<file path="src/rtl/instr_encoder.sv">
`default_nettype none
// ============================================================================
// Module   : instr_encoder
// Brief    : Program loader. Packs symbolic instruction requests into 32-bit
//            MIPS-lite words (same opcode map as the main control decoder) and
//            writes them sequentially into instruction memory via write/ack.
// Revision : 1.0 - initial release
// ============================================================================
module instr_encoder #(
    parameter int unsigned          ADDR_W    = 32,
    parameter logic [ADDR_W-1:0]    BASE_ADDR = '0,
    parameter int unsigned          MEM_DEPTH = 64,
    parameter int unsigned          CNT_W     = 7
) (
    input  logic                clk,
    input  logic                rst_n,
    input  logic                start,
    input  logic                req_valid,
    output logic                req_ready,
    input  logic [3:0]          req_op,
    input  logic [4:0]          req_rs,
    input  logic [4:0]          req_rt,
    input  logic [4:0]          req_rd,
    input  logic [15:0]         req_imm,
    input  logic [25:0]         req_target,
    output logic                im_we,
    output logic [ADDR_W-1:0]   im_addr,
    output logic [31:0]         im_wdata,
    input  logic                im_ack,
    output logic [CNT_W-1:0]    word_count,
    output logic                full,
    output logic                err_illegal
);

    // Loader states
    localparam logic [1:0] c_ST_IDLE  = 2'd0;
    localparam logic [1:0] c_ST_WRITE = 2'd1;
    localparam logic [1:0] c_ST_FULL  = 2'd2;
    localparam logic [1:0] c_ST_ERR   = 2'd3;

    // Symbolic request operations
    localparam logic [3:0] c_OP_ADD  = 4'd0;
    localparam logic [3:0] c_OP_SUB  = 4'd1;
    localparam logic [3:0] c_OP_AND  = 4'd2;
    localparam logic [3:0] c_OP_OR   = 4'd3;
    localparam logic [3:0] c_OP_SLT  = 4'd4;
    localparam logic [3:0] c_OP_SLLV = 4'd5;
    localparam logic [3:0] c_OP_LW   = 4'd6;
    localparam logic [3:0] c_OP_SW   = 4'd7;
    localparam logic [3:0] c_OP_BEQ  = 4'd8;
    localparam logic [3:0] c_OP_NORI = 4'd9;
    localparam logic [3:0] c_OP_JAL  = 4'd10;
    localparam logic [3:0] c_OP_JSP  = 4'd11;
    localparam logic [3:0] c_OP_BGTZ = 4'd12;

    // Machine opcodes (match the control decoder's map)
    localparam logic [5:0] c_OPC_RTYPE = 6'b000000;
    localparam logic [5:0] c_OPC_LW    = 6'b100011;
    localparam logic [5:0] c_OPC_SW    = 6'b101011;
    localparam logic [5:0] c_OPC_BEQ   = 6'b000100;
    localparam logic [5:0] c_OPC_NORI  = 6'b001101;
    localparam logic [5:0] c_OPC_JAL   = 6'b000011;
    localparam logic [5:0] c_OPC_JSP   = 6'b010010;
    localparam logic [5:0] c_OPC_BGTZ  = 6'b100110;

    // R-format function codes
    localparam logic [5:0] c_FN_ADD  = 6'b100000;
    localparam logic [5:0] c_FN_SUB  = 6'b100010;
    localparam logic [5:0] c_FN_AND  = 6'b100100;
    localparam logic [5:0] c_FN_OR   = 6'b100101;
    localparam logic [5:0] c_FN_SLT  = 6'b101010;
    localparam logic [5:0] c_FN_SLLV = 6'b000100;

    localparam logic [CNT_W-1:0] c_DEPTH = CNT_W'(MEM_DEPTH);

    logic [1:0]         r_state;
    logic [ADDR_W-1:0]  r_addr;
    logic [31:0]        r_wdata;
    logic [CNT_W-1:0]   r_count;

    logic [31:0]        w_enc;
    logic               w_illegal;
    logic [CNT_W-1:0]   w_count_inc;

    assign w_count_inc = r_count + CNT_W'(1);

    // Encode the current request; only the fields of the selected format are used
    always_comb begin
        w_enc     = '0;
        w_illegal = 1'b0;
        case (req_op)
            c_OP_ADD:  w_enc = {c_OPC_RTYPE, req_rs, req_rt, req_rd, 5'b0, c_FN_ADD};
            c_OP_SUB:  w_enc = {c_OPC_RTYPE, req_rs, req_rt, req_rd, 5'b0, c_FN_SUB};
            c_OP_AND:  w_enc = {c_OPC_RTYPE, req_rs, req_rt, req_rd, 5'b0, c_FN_AND};
            c_OP_OR:   w_enc = {c_OPC_RTYPE, req_rs, req_rt, req_rd, 5'b0, c_FN_OR};
            c_OP_SLT:  w_enc = {c_OPC_RTYPE, req_rs, req_rt, req_rd, 5'b0, c_FN_SLT};
            c_OP_SLLV: w_enc = {c_OPC_RTYPE, req_rs, req_rt, req_rd, 5'b0, c_FN_SLLV};
            c_OP_LW:   w_enc = {c_OPC_LW,   req_rs, req_rt, req_imm};
            c_OP_SW:   w_enc = {c_OPC_SW,   req_rs, req_rt, req_imm};
            c_OP_BEQ:  w_enc = {c_OPC_BEQ,  req_rs, req_rt, req_imm};
            c_OP_NORI: w_enc = {c_OPC_NORI, req_rs, req_rt, req_imm};
            c_OP_JAL:  w_enc = {c_OPC_JAL,  req_target};
            c_OP_JSP:  w_enc = {c_OPC_JSP,  26'b0};
            c_OP_BGTZ: w_enc = {c_OPC_BGTZ, req_rs, 5'b0, req_imm};
            default:   w_illegal = 1'b1;
        endcase
    end

    // Loader FSM with address/count bookkeeping; start overrides every other event
    always_ff @(posedge clk or negedge rst_n) begin
        if (!rst_n) begin
            r_state <= c_ST_IDLE;
            r_addr  <= BASE_ADDR;
            r_wdata <= '0;
            r_count <= '0;
        end else if (start) begin
            // An in-flight write is abandoned: no address advance, no count
            r_state <= c_ST_IDLE;
            r_addr  <= BASE_ADDR;
            r_count <= '0;
        end else begin
            case (r_state)
                c_ST_IDLE: begin
                    if (req_valid) begin
                        if (w_illegal) begin
                            r_state <= c_ST_ERR;
                        end else begin
                            r_wdata <= w_enc;
                            r_state <= c_ST_WRITE;
                        end
                    end
                end
                c_ST_WRITE: begin
                    if (im_ack) begin
                        r_addr  <= r_addr + ADDR_W'(4);
                        r_count <= w_count_inc;
                        r_state <= (w_count_inc == c_DEPTH) ? c_ST_FULL : c_ST_IDLE;
                    end
                end
                c_ST_FULL: r_state <= c_ST_FULL;
                c_ST_ERR:  r_state <= c_ST_ERR;
                default:   r_state <= c_ST_IDLE;
            endcase
        end
    end

    // Outputs decode straight from state so they drop with reset immediately
    assign req_ready   = rst_n && (r_state == c_ST_IDLE);
    assign im_we       = (r_state == c_ST_WRITE);
    assign full        = (r_state == c_ST_FULL);
    assign err_illegal = (r_state == c_ST_ERR);
    assign im_addr     = r_addr;
    assign im_wdata    = r_wdata;
    assign word_count  = r_count;

endmodule
`default_nettype wire
</file>
<file path="config.mk">
export PLATFORM = sky130hd
export DESIGN_NAME = instr_encoder
export DESIGN_NICKNAME = d
export VERILOG_FILES = /design/src/rtl/instr_encoder.sv
export SDC_FILE = /design/constraint.sdc
export NUM_CORES = 1
export LEC_CHECK = 0
export BUFFER_PORTS_ARGS = -buffer_cell sky130_fd_sc_hd__clkbuf_2
export CAP_MARGIN = 20
export CELL_PAD_IN_SITES_DETAIL_PLACEMENT = 0
export CELL_PAD_IN_SITES_GLOBAL_PLACEMENT = 1
export CORE_ASPECT_RATIO = 1.1
export CORE_UTILIZATION = 30
export CTS_BUF_LIST = sky130_fd_sc_hd__clkbuf_8
export CTS_CLUSTER_SIZE = 14
export DETAILED_ROUTE_END_ITERATION = 8
export PLACE_DENSITY_LB_ADDON = 0.1
export SYNTH_ARGS = -nofsm -noshare
export SYNTH_HDL_FRONTEND = slang
export SYNTH_SLANG_ARGS = --single-unit
</file>
<file path="constraint.sdc">
create_clock -name clk -period 2.7 [get_ports clk]
set_input_delay 0 -clock clk [delete_from_list [all_inputs] [get_ports clk]]
set_output_delay 0 -clock clk [all_outputs]
set_load 0.01 [all_outputs]
</file>
# After elaboration in Yosys (flattened, before gate mapping)
# Cells that the tools add are included.
[word_totals] register_bits=73 inputBits=66 out_inout_bits=75 wordCells=47
[op_classes] add_sub_neg=2 n_eq_ne=18 mux=13 n_bitwise=1 n_reduce_logical=9
[op_table] cell="one-hot mux 32 bit (13 select lines)" count=1
[op_table] cell="2-to-1 mux 32 bit" count=3
[op_table] cell="adder 32 x 3 -> 32 bit (second input constant)" count=1
[op_table] cell="2-to-1 mux 7 bit" count=3
[op_table] cell="equality test 4 bit (second input constant)" count=5
[op_table] cell="equality test 4 x 3 -> 1 bit (second input constant)" count=4
[op_table] cell="OR reduction 13 bit" count=1
[op_table] cell="2-to-1 mux 2 bit" count=5
[op_table] cell="equality test 4 x 2 -> 1 bit (second input constant)" count=2
[op_table] cell="one-hot mux 2 bit (4 select lines)" count=1
[op_table] cell="adder 7 x 1 -> 7 bit (second input constant)" count=1
[op_table] cell="equality test 7 bit (second input constant)" count=1
[op_table] cell="equality test 2 bit (second input constant)" count=2
[op_table] cell="equality test 4 x 1 -> 1 bit (second input constant)" count=1
[op_table] cell="logical NOT 4 bit" count=1
[op_table] cell="AND reduction 2 bit" count=2
[op_table] cell="AND reduction 4 bit" count=1
[op_table] cell="nonzero test 2 bit" count=2
[op_table] cell="!= test 3 x 2 -> 1 bit (second input constant)" count=1
[op_table] cell="!= test 3 bit (second input constant)" count=1
[op_table] cell="equality test 2 x 1 -> 1 bit (second input constant)" count=1
[op_table] cell="logical NOT 2 bit" count=1
[op_table] cell="logical AND 1 bit" count=1
[op_table] cell="NOT 1 bit" count=1

# Longest topological paths before layout
[depth] ltp_word=6 ltp_mapped=9 ltp_nobuf=6

# Worst setup path after synthesis
# Ideal clock, no wire load.
[synth_path] path_type="register -> register" start="register r_addr[5], in the netlist im_addr[5]" end="register r_addr[30], in the netlist im_addr[30]" arrival_time_ps=1935 required_ps=2572 setup_slack_ps=638 path_stages_with_launch=6 path_cell_list="dfrtp_1 > nand4_1 > or4_4 > buf_2 > nor4_1 > mux2_1"
[synth_between] elab_chain_cells=4
[synth_lines] item="start: declaration" line_no="77" source="logic [ADDR_W-1:0] r_addr;"
[synth_lines] item="start signal: assignment" line_no="135" source="r_addr <= r_addr + ADDR_W'(4);"
[synth_lines] item="adder 32 x 3 -> 32 bit" line_no="135"
[synth_lines] item="2-to-1 mux 32 bit" line_no="134" source="if (im_ack) begin"
[synth_lines] item="2-to-1 mux 32 bit" line_no="122" source="case (r_state)"
[synth_lines] item="2-to-1 mux 32 bit" line_no="116" source="end else if (start) begin"
# Every way passes these cells. The select of a mux whose other input is x is not followed.
# A chain may end at the register's enable or synchronous reset.

# Worst setup path in the final report
[layout_path] start="register r_state[1]" end="register r_addr[14], in the netlist im_addr[14]"
[layout_between] elab_chain_cells=3
[layout_lines] item="start: declaration" line_no="76" source="logic [1:0] r_state;"
[layout_lines] item="start signal: assignment" line_no="112" source="r_state <= c_ST_IDLE;"
[layout_lines] item="start signal: assignment" line_no="118" source="r_state <= c_ST_IDLE;"
[layout_lines] item="start signal: assignment" line_no="126" source="r_state <= c_ST_ERR;"
[layout_lines] item="equality test 2 x 1 -> 1 bit" line_no="122"
[layout_lines] item="nonzero test 2 bit (no line)"
[layout_lines] item="AND reduction 2 bit (no line)"
# Every way passes these cells.

==> results by stage <==
Clock network:
- The number of H-tree levels is 3.
- The number of buffers on the longest clock path is 2.
- The CTS sink count is 71.
- The buffer type at the clock tree root is sky130_fd_sc_hd__clkbuf_8.
- After clock tree synthesis, the clock-pin slew on the worst setup and hold paths is 80 ps.
- TritonCTS built the clock tree.
- The CTS buffer count is 9.
- The worst-skew pair later-pin latency is 360 ps.
- The post-cts gate resize count is 0.

Setup path:
- The critical path start-end classification is reg -> reg.
- The setup slack of the worst register-to-register path is 530 ps.
- Along the worst path, the maximum fanout reaches 7.
- The start of the worst register-to-register path is r_state[1]$_DFFE_PN0P_.
- For the worst flop-to-flop path, the logic depth is 6.
- The worst setup path is launched from a flop.
- The critical path data required time is 2990 ps.
- The worst setup path is captured at a flop.
- For the worst setup path, the data arrival time is 2470 ps.
- The startpoint of the worst setup timing path is r_state[1]$_DFFE_PN0P_.
- The worst reg2reg path endpoint is im_addr[14]$_DFFE_PN0P_.

Worst hold path:
- Counting instances, the worst hold path has a depth of 2.
- The classification of the worst-slack hold path is in -> reg.
- For hold timing, the worst endpoint is im_addr[14]$_DFFE_PN0P_.
- In this run the most critical hold path is launched from start.

Synthesis:
- Among all cell types in the netlist, the one instantiated most often is sky130_fd_sc_hd__dfrtp_1.
- The primary flip-flop cell chosen by synthesis mapping is sky130_fd_sc_hd__dfrtp_1.
- The combinational family with the most area after synthesis is compound AO/OA/AOI/OAI gates.
- The fraction of synthesized cell area in xor and xnor cells is 0.0360.
- The proportion of synthesized flip-flops having asynchronous set or reset is 1.00.
- Yosys printed 0 warnings.
- Of the post-synthesis cell area, the dominant cell type holds 0.457.
- The fraction of the mapped netlist area in adder cells is 0.0257.
- The share of the synthesized area in compound gates (AO/OA/AOI/OAI) is 0.216.
- Of the total synthesized cell area, the portion taken by AND, OR, NAND and NOR gates is 0.208.
- The part of the Yosys area used for sequential elements is 0.457.
- Synthesis produced 427 cells.
- Of the post-synthesis cell area, the part taken by muxes is 0.0116.
- The synthesized netlist contains 53 unique library cells.
- The commonest cells after synthesis are sky130_fd_sc_hd__dfrtp_1, sky130_fd_sc_hd__nand2_1, sky130_fd_sc_hd__o21ai_0, sky130_fd_sc_hd__a21oi_1, sky130_fd_sc_hd__clkbuf_1.
- The synthesized design contains 71 register bits.
- In this run the cell area of the synthesized design comes to 3890 µm².
- The number of synthesized flops with an enable pin is 0.
- The mean post-synth cell area is 9.11 µm².
- Summed over all instances, the cell type with the most area after synthesis is sky130_fd_sc_hd__dfrtp_1.
- Ranked by total cell area, the synthesized netlist is headed by sky130_fd_sc_hd__dfrtp_1, sky130_fd_sc_hd__nand2_1, sky130_fd_sc_hd__o21ai_0.

STA:
- The clock skew is 9.74 ps.
- The achievable frequency is 0.460 GHz.
- For the pin with the worst max-slew slack, the measured transition is 779 ps.
- The count of final max-slew check failures is 0.
- Setup violations remaining at the end of the flow were counted as 0.
- The post-route clock period utilization is 0.805.
- The routed design could run at a clock period as short as 2170 ps.
- The post-route setup TNS is 0 ps.
- The number of hold-slack violations in the final timing report came to 0.
- Setup repair after global routing left no endpoint under its margin.
- In this run the tightest slew margin relative to its limit is 0.481.

Place:
- Routability-driven placement finished with a final weighted congestion of 0.762.
- The number of buffers added on ports is 138.
- The number of cells after detailed placement is 700.
- The HPWL after detailed placement is 8.13 mm.

Finish:
- In the final layout, the share of cells above drive strength 1 is 0.275.
- The finished layout holds 765 standard cells, fillers aside.
- Relative to the synthesized area, the layout overhead comes to 38.6%.
- The repair_antennas step left the layout with diodes totalling 0.
- The number of nets in the finished design is 677.

Drt:
- After detailed routing, the number of remaining DRC violations is 0.
- The via density per instance is 5.12.
- Summing over every cut layer, the via total after detailed routing is 3,916.
- The post-detailed-route count of antenna-violating nets is 0.
- The detailed router's first-iteration violation count is 175.
- The final wirelength is 11.6 mm.
- In the final routed layout, each cell accounts on average for 15.1 µm.
- The number of search-and-repair iterations in the first detailed-routing pass is 5.

Global routing:
- The first global-routing pass estimated 19.0 mm of wire.
- The aggregate global routing overflow is 0.
- The number of global-route vias before repair is 3,784.
- The total routing usage reported by global routing is 0.177.
- The number of antenna violations at the first check in global routing is 0.
- Entering global routing, the biggest net connects 49 pins.

Pwr:
- The maximum VDD drop is 0.358 mV.
- The total leakage power is 2.47 nW.
- The total power per unit cell area is 632 nW/µm².

Floorplanning:
- The die covers 13,400 µm².
- The initial utilization of the core area, before any placement, comes to 0.308.
- The placement row count is 43.
- The number of top-level pins is 141.
- After floorplanning, the core was sized to cover 12,600 µm².
- The floorplan step set the die width to 111 µm.
- The die boundary height is 121 µm.

Run status:
- The run finished with clean final reports.

Run:
- The max-capacitance violation count is 0.
[cell families (layout without fill, tap and decap cells)]
logic type / count (synthesis) / count (layout)
AND/OR/NAND/NOR: 155 / 155
AO/OA/AOI/OAI: 130 / 130
flip-flops: 71 / 71
buffers and inverters: 42 / 222
XOR/XNOR: 16 / 16
adder cells (fa/ha/maj): 8 / 8
multiplexers: 4 / 4
other: 1 / 2
[worst max path at each step]
stage                                   end  slack, ps  cells after the start
floorplan           im_addr[30]$_DFFE_PN0P_        640                      5
global placement    im_addr[14]$_DFFE_PN0P_        570                      6
detailed placement  im_addr[14]$_DFFE_PN0P_        540                      6
CTS                 im_addr[14]$_DFFE_PN0P_        520                      6
global route        im_addr[28]$_DFFE_PN0P_        340                      6
finish              im_addr[14]$_DFFE_PN0P_        530                      6
[per-stage QoR]
step	hold WS [ps]	power (W)	worst slack (ps)	instance area, µm²	utilization
floorplan	-296	0.00201	638	3890	-
global placement	1.59	0.00247	567	4700	0.372
detailed placement	-1.67	0.00248	535	4700	0.372
CTS	24.4	0.00346	519	5390	0.426
global route	56.2	0.00365	338	5390	0.426
finish	40.4	0.00341	525	5390	0.426
[power breakdown]
part / total (W) / internal [W] / switching [W]
logic: 0.00106 / 0.000474 / 0.000584
registers: 0.00147 / 0.00130 / 0.000169
clock network: 0.000881 / 0.000447 / 0.000434
total: 0.00341 / 0.00222 / 0.00119
[flip-flops by register name (all words and copies together), names as in the netlist]
register and count:
im_addr 30, im_wdata 32, r_state 2, word_count 7
[routing by layer]
metal  share of wire  wire length (µm)  vias to the layer above  track usage
met4           0.015               177                        0       0.0758
met2            0.50              5810                       99        0.301
li1                -                 -                     1931            -
met3           0.042               492                       13       0.0360
met5               0                 0                        -            0
met1            0.44              5110                     1873        0.218
[placed cells by master, fill, tap and decap left out, types with 7 or more instances in the layout]
| cell | synthesis | final |
|---|---|---|
| sky130_fd_sc_hd__a21oi_1 | 34 | 34 |
| sky130_fd_sc_hd__a22oi_1 | 17 | 17 |
| sky130_fd_sc_hd__buf_4 | 2 | 7 |
| sky130_fd_sc_hd__clkbuf_2 | 0 | 137 |
| sky130_fd_sc_hd__clkbuf_8 | 0 | 10 |
| sky130_fd_sc_hd__dfrtp_1 | 71 | 71 |
| sky130_fd_sc_hd__dlygate4sd3_1 | 0 | 49 |
| sky130_fd_sc_hd__ha_1 | 8 | 8 |
| sky130_fd_sc_hd__inv_1 | 13 | 13 |
| sky130_fd_sc_hd__nand2_1 | 51 | 51 |
| sky130_fd_sc_hd__nand3_1 | 11 | 11 |
| sky130_fd_sc_hd__nand4_1 | 16 | 16 |
| sky130_fd_sc_hd__nor2_1 | 21 | 21 |
| sky130_fd_sc_hd__o21ai_0 | 35 | 35 |
| sky130_fd_sc_hd__o31ai_1 | 14 | 14 |
| sky130_fd_sc_hd__or4_1 | 15 | 15 |
| sky130_fd_sc_hd__xnor2_1 | 7 | 7 |
| sky130_fd_sc_hd__xor2_1 | 9 | 9 |
[layout make-up]
type / count / area (µm²)
Clock buffer: 10 / 138
Clock inverter: 6 / 60.1
Fill cell: 1256 / 7250
Inverter: 13 / 48.8
Multi-Input combinational cell: 315 / 1940
Sequential cell: 71 / 1780
Tap cell: 157 / 196
Timing Repair Buffer: 193 / 1230
[worst max-delay path, stage by stage, from the launching register on]
cell and delay, ps:
sky130_fd_sc_hd__dfrtp_1 420, sky130_fd_sc_hd__inv_1 110, sky130_fd_sc_hd__ha_1 260, sky130_fd_sc_hd__a21oi_1 160
sky130_fd_sc_hd__or4_1 580, sky130_fd_sc_hd__or4_1 420, sky130_fd_sc_hd__a21oi_1 140
[timing repair]
item                                   in CTS  in global routing
setup buffers                               0                  0
hold buffers                               49                  0
endpoints found under the hold margin      60                  0
(Power assumes the default switching activity.)
